===== config.mk =====
export PLATFORM = sky130hd
export DESIGN_NAME = id_ex_stage
export DESIGN_NICKNAME = d
export VERILOG_FILES = /design/src/rtl/id_ex_stage.sv
export SDC_FILE = /design/constraint.sdc
export NUM_CORES = 1
export LEC_CHECK = 0
export ABC_CLOCK_PERIOD_IN_PS = 5200
export CORE_MARGIN = 10
export CORE_UTILIZATION = 55
export CTS_CLUSTER_DIAMETER = 100
export DETAILED_ROUTE_END_ITERATION = 16
export DONT_BUFFER_PORTS = 1
export PLACE_DENSITY = 0.7
export RECOVER_POWER = 100
export SLEW_MARGIN = 25
export SYNTH_ARGS = -nofsm -noshare
export SYNTH_HDL_FRONTEND = slang
export SYNTH_SLANG_ARGS = --single-unit

===== constraint.sdc =====
create_clock -name clk -period 5.2 [get_ports clk]
set_input_delay 0.78 -clock clk [delete_from_list [all_inputs] [get_ports clk]]
set_output_delay 0.78 -clock clk [all_outputs]
set_load 0.02 [all_outputs]

===== src/rtl/id_ex_stage.sv =====
// ID/EX pipeline register with flush/stall handling, load-use bubble insertion and a saturating bubble counter.
// Optional: define ID_EX_HAZARD_EN to enable load-use hazard detection.
module id_ex_stage #(
    parameter int DATA_W = 32,
    parameter int REG_AW = 4,
    parameter int PC_W   = 32
) (
    input  logic              clk,
    input  logic              rst,
    input  logic              id_valid_i,
    input  logic [PC_W-1:0]   id_pc_i,
    input  logic [DATA_W-1:0] id_rs1_data_i,
    input  logic [DATA_W-1:0] id_rs2_data_i,
    input  logic [DATA_W-1:0] id_imm_i,
    input  logic [REG_AW-1:0] id_rs1_i,
    input  logic [REG_AW-1:0] id_rs2_i,
    input  logic [REG_AW-1:0] id_rd_i,
    input  logic [1:0]        id_funct2_i,
    input  logic [1:0]        id_aluop_i,
    input  logic [10:0]       id_ctrl_i,
    input  logic              flush_i,
    input  logic              stall_i,
    output logic              ex_valid_o,
    output logic [PC_W-1:0]   ex_pc_o,
    output logic [DATA_W-1:0] ex_rs1_data_o,
    output logic [DATA_W-1:0] ex_rs2_data_o,
    output logic [DATA_W-1:0] ex_imm_o,
    output logic [REG_AW-1:0] ex_rs1_o,
    output logic [REG_AW-1:0] ex_rs2_o,
    output logic [REG_AW-1:0] ex_rd_o,
    output logic [1:0]        ex_funct2_o,
    output logic [1:0]        ex_aluop_o,
    output logic [10:0]       ex_ctrl_o,
    output logic              stall_id_o,
    output logic [15:0]       bubble_cnt_o
);

    // ctrl bit positions: {MemToReg, ByteEnable, MemRead, MemWrite, RegSrc, ALUSrc, RegWrite, CMP, BLT, BGE, JMP}
    localparam int unsigned C_MEMREAD  = 8;
    localparam int unsigned C_MEMWRITE = 7;
    localparam int unsigned C_ALUSRC   = 5;
    localparam int unsigned C_BLT      = 2;
    localparam int unsigned C_BGE      = 1;
    localparam int unsigned C_JMP      = 0;

    typedef enum logic [1:0] {
        LD_HOLD,
        LD_BUBBLE,
        LD_ID
    } load_e;

    logic  hazard;
    load_e load_sel;

`ifdef ID_EX_HAZARD_EN
    logic rs1_used;
    logic rs2_used;

    always_comb begin
        rs1_used = ~id_ctrl_i[C_JMP];
        rs2_used = ~id_ctrl_i[C_ALUSRC] | id_ctrl_i[C_MEMWRITE]
                 | id_ctrl_i[C_BLT] | id_ctrl_i[C_BGE];
        hazard   = ex_valid_o & ex_ctrl_o[C_MEMREAD] & id_valid_i
                 & (((ex_rd_o == id_rs1_i) & rs1_used)
                 |  ((ex_rd_o == id_rs2_i) & rs2_used));
    end
`else
    assign hazard = 1'b0;
`endif

    assign stall_id_o = (hazard | stall_i) & ~flush_i;

    always_comb begin
        load_sel = LD_ID;
        if (flush_i)
            load_sel = LD_BUBBLE;
        else if (stall_i)
            load_sel = LD_HOLD;
        else if (hazard)
            load_sel = LD_BUBBLE;
    end

    always_ff @(posedge clk or posedge rst) begin
        if (rst) begin
            ex_valid_o    <= 1'b0;
            ex_pc_o       <= '0;
            ex_rs1_data_o <= '0;
            ex_rs2_data_o <= '0;
            ex_imm_o      <= '0;
            ex_rs1_o      <= '0;
            ex_rs2_o      <= '0;
            ex_rd_o       <= '0;
            ex_funct2_o   <= '0;
            ex_aluop_o    <= '0;
            ex_ctrl_o     <= '0;
            bubble_cnt_o  <= '0;
        end else begin
            case (load_sel)
                LD_BUBBLE: begin
                    // data fields deliberately keep their previous values
                    ex_valid_o <= 1'b0;
                    ex_aluop_o <= '0;
                    ex_ctrl_o  <= '0;
                    if (bubble_cnt_o != '1)
                        bubble_cnt_o <= bubble_cnt_o + 16'd1;
                end
                LD_ID: begin
                    ex_valid_o    <= id_valid_i;
                    ex_pc_o       <= id_pc_i;
                    ex_rs1_data_o <= id_rs1_data_i;
                    ex_rs2_data_o <= id_rs2_data_i;
                    ex_imm_o      <= id_imm_i;
                    ex_rs1_o      <= id_rs1_i;
                    ex_rs2_o      <= id_rs2_i;
                    ex_rd_o       <= id_rd_i;
                    ex_funct2_o   <= id_funct2_i;
                    ex_aluop_o    <= id_valid_i ? id_aluop_i : '0;
                    ex_ctrl_o     <= id_valid_i ? id_ctrl_i : '0;
                end
                default: ;
            endcase
        end
    end

endmodule


==> flow_metrics.tcl <==
set metrics [dict create \
    status "complete, but fails checks" \
    violations "capacitance limit, slew limit" \
    io_pins 333 \
    die-height_microns 130 \
    vdd_drop_max_mv 0.213 \
    gp_congestion 0.804 \
    syn_nets 585 \
    clock_latency_ns 0.41 \
    nFillCells 868 \
    grt_pass1_vias 3829 \
    p_seq_share_pct 55.4 \
    drive_gt1_share_pct 40.9 \
    wl_per_cell_microns 29.6 \
    maxCapViolations 1 \
    cts_buffer_depth 2 \
    grt_use_total_pct 20.0 \
    path_cells "nor2_1 -> buf_12 -> clkbuf_2 -> mux2_2" \
    antenna_found_initial 2 \
    cts_root_buf "clkbuf_16" \
    critical_path_required_ns 5.49 \
    final_cell_mix "172 x dfrtp_1, 143 x mux2_2, 24 x nor2_1" \
    drt-pass1-iter-count 4 \
    start_util_pct 57.0 \
    arrival_ns 3.76 \
    finalMaxSlewViolations 65 \
    die_area_sq_um 16800 \
    chipWidth_microns 130 \
    cts_buffers 17 \
    cts_setup_buffers 0 \
    ant_nets 0 \
    max_slew_margin_pct -2.06 \
    crit_path_start "stall_i" \
    htreeDepth 4 \
    core_sq_um 11600 \
    clkPwrFrac_pct 36.8 \
    worstHoldPathType "input port to flip-flop" \
    final_cell_area_sq_um 7320 \
    regToRegStartpoint "bubble_cnt_o[0]$_DFFE_PP0P_" \
    critical-path-max-stage-delay_ns 1.14 \
    comb_power_share_pct 7.9 \
    ys_ff_latch 172 \
    synth_cell_type_count 26 \
    vias_per_cell 6.01 \
    grt_pass1_wl_microns 24800 \
    numPortBuffers 0 \
    r2r_end "bubble_cnt_o[3]$_DFFE_PP0P_" \
    row_count 39 \
    synth_top_family_by_area "multiplexers" \
    clk_pin_slew_ns 0.06 \
    tightest_slew_ns 1.53 \
    cts_hold_buf 0 \
    finalSetupTns_ns 0 \
    power_density_nw_per_um2 489 \
    syn-instance-count 424 \
    crit_slowest_cell "clkbuf_2" \
    synth_compound_area_share_pct 1.94 \
    synth_xor_area_share_pct 1.86 \
    drtIter0Drc 229 \
    cp-start-kind "input port" \
    cts_tree "yes" \
    grt_overflow 0 \
    finalWirelength_microns 17400 \
    synth_simple_gate_area_share_pct 4.55 \
    cp-endpoint "ex_imm_o[12]$_DFFE_PP0P_" \
    area_delta_synth_final_pct 11.0 \
    layout.nets 588 \
    rsz0062_at_grt "false" \
    p_int_w 0.00252 \
    ff_latch_area_sq_um 4300 \
    worst-setup-path-type "input port to flip-flop" \
    worst_clock_skew_ns 0.00458 \
    cts_sinks 172 \
    drc 0 \
    fmax_mhz 288 \
    fin_crit_sh_pct 66.7 \
    cp-end-kind "flip-flop" \
    grt_max_degree 173 \
    final_common_cell "dfrtp_1" \
    synthMuxAreaShare_pct 24.6 \
    multi_input_area_sq_um 2150 \
    vias 3521 \
    seq_area_frac_synth_pct 65.3 \
    synth_fa_ha_area_share_pct 0.190 \
    hold_viol 0 \
    dp_hpwl_microns 13400 \
    min_period_ns 3.47 \
    netlist_area_sq_um 6600 \
    final_util_pct 63.3 \
    switchingPower_w 0.00106 \
    cts_resized 0 \
    yosysWarningCount 0 \
    r2r_cells 5 \
    place_area_sq_um 6740 \
    swShare_pct 29.6 \
    reg2reg_slack_ns 2.62 \
    leakage_nw 3.14 \
    syn_avg_cell_area_sq_um 15.6 \
    setup_viol 0 \
    critPathMaxFanout 64 \
]
[layer usage]
metal / global-route usage (%) / share of wire (%) / wire length, microns
met1: 18.9 / 31 / 5410
met2: 34.3 / 52 / 9020
met3: 13.0 / 15 / 2690
met4: 6.94 / 1.4 / 248
met5: 0 / 0 / 0
[Yosys cell counts (all sizes together)]
cell    number  area share, %
buf         17            1.3
xnor2        1           0.13
nor3         5           0.46
or3          1           0.17
and3         1           0.11
nor4         3           0.61
xor2        13            1.7
mux2       144             25
nand4        5           0.47
or4          1           0.17
ha           1           0.19
clkbuf       3           0.17
a21oi        2           0.15
o41ai        1           0.42
nand3        4           0.49
nor2        24            1.4
nor2b        2           0.19
inv          3           0.17
dfrtp      172             65
nand2        9           0.51
a22oi       12            1.4
[worst max-delay path, delay by kind of cell]
| family | cells | cell delay [ns] |
|---|---|---|
| AND/OR/NAND/NOR | 1 | 1.05 |
| multiplexers | 1 | 0.44 |
| buffers and inverters | 2 | 1.42 |
[logic make-up (layout without fill, tap and decap cells)]
kind of cell / Yosys count / count (layout)
flops: 172 / 172
simple gates: 55 / 55
xor+xnor: 14 / 14
mux: 144 / 144
other cells: 0 / 3
fa+ha+maj: 1 / 1
buf+inv: 23 / 39
compound gates: 15 / 15
[flip-flops by register name (all words and copies together) (netlist names), 4 cells and up]
name,count
ex_ctrl_o,11
ex_rs2_o,4
ex_rs2_data_o,32
ex_rd_o,4
bubble_cnt_o,16
ex_pc_o,32
ex_rs1_data_o,32
ex_imm_o,32
ex_rs1_o,4
[power by group through the flow]
stage / clock, W / combinational (W) / sequential, W
2_1_floorplan: 0 / 0.000254 / 0.00192
3_3_place_gp: 0 / 0.000272 / 0.00201
3_5_place_dp: 0 / 0.000291 / 0.00201
4_1_cts: 0.00134 / 0.000290 / 0.00199
5_1_grt: 0.00140 / 0.000316 / 0.00201
6_report: 0.00132 / 0.000282 / 0.00198
[worst min-delay path by stage]
| stage | slack [ns] | to | cells past startpoint | startpoint |
|---|---|---|---|---|
| final | 0.43 | ex_ctrl_o[7]$_DFFE_PP0P_ | 1 | flush_i |
| after CTS | 0.41 | ex_ctrl_o[7]$_DFFE_PP0P_ | 1 | flush_i |
| after global placement | 0.65 | bubble_cnt_o[15]$_DFFE_PP0P_ | 1 | bubble_cnt_o[15]$_DFFE_PP0P_ |
| after floorplan | 0.60 | bubble_cnt_o[15]$_DFFE_PP0P_ | 1 | bubble_cnt_o[15]$_DFFE_PP0P_ |
| after detailed placement | 0.66 | ex_rs1_data_o[29]$_DFFE_PP0P_ | 1 | ex_rs1_data_o[29]$_DFFE_PP0P_ |
| after global routing | 0.41 | ex_aluop_o[0]$_DFFE_PP0P_ | 1 | flush_i |
[per-stage QoR]
| step | cells | hold WS [ns] | total power (W) | worst slack (ns) |
|---|---|---|---|---|
| 2_1_floorplan | 424 | 0.596 | 0.00217 | 2.22 |
| 3_5_place_dp | 550 | 0.664 | 0.00230 | 2.39 |
| 3_3_place_gp | 550 | 0.651 | 0.00229 | 2.48 |
| 6_report | 586 | 0.427 | 0.00358 | 1.73 |
| 4_1_cts | 582 | 0.408 | 0.00363 | 2.84 |
| 5_1_grt | 585 | 0.406 | 0.00373 | 1.55 |
[area by class of cell]
type / count / share of cell area (%)
clock buffers: 23 / 6.26
repair buffers: 4 / 0.718
multi-input cells: 229 / 29.3
inverters: 3 / 0.171
clock inverters: 9 / 2.20
well taps: 143 / 2.44
diodes: 3 / 0.103
flip-flops and latches: 172 / 58.8
Power figures use the tool's default switching activity.
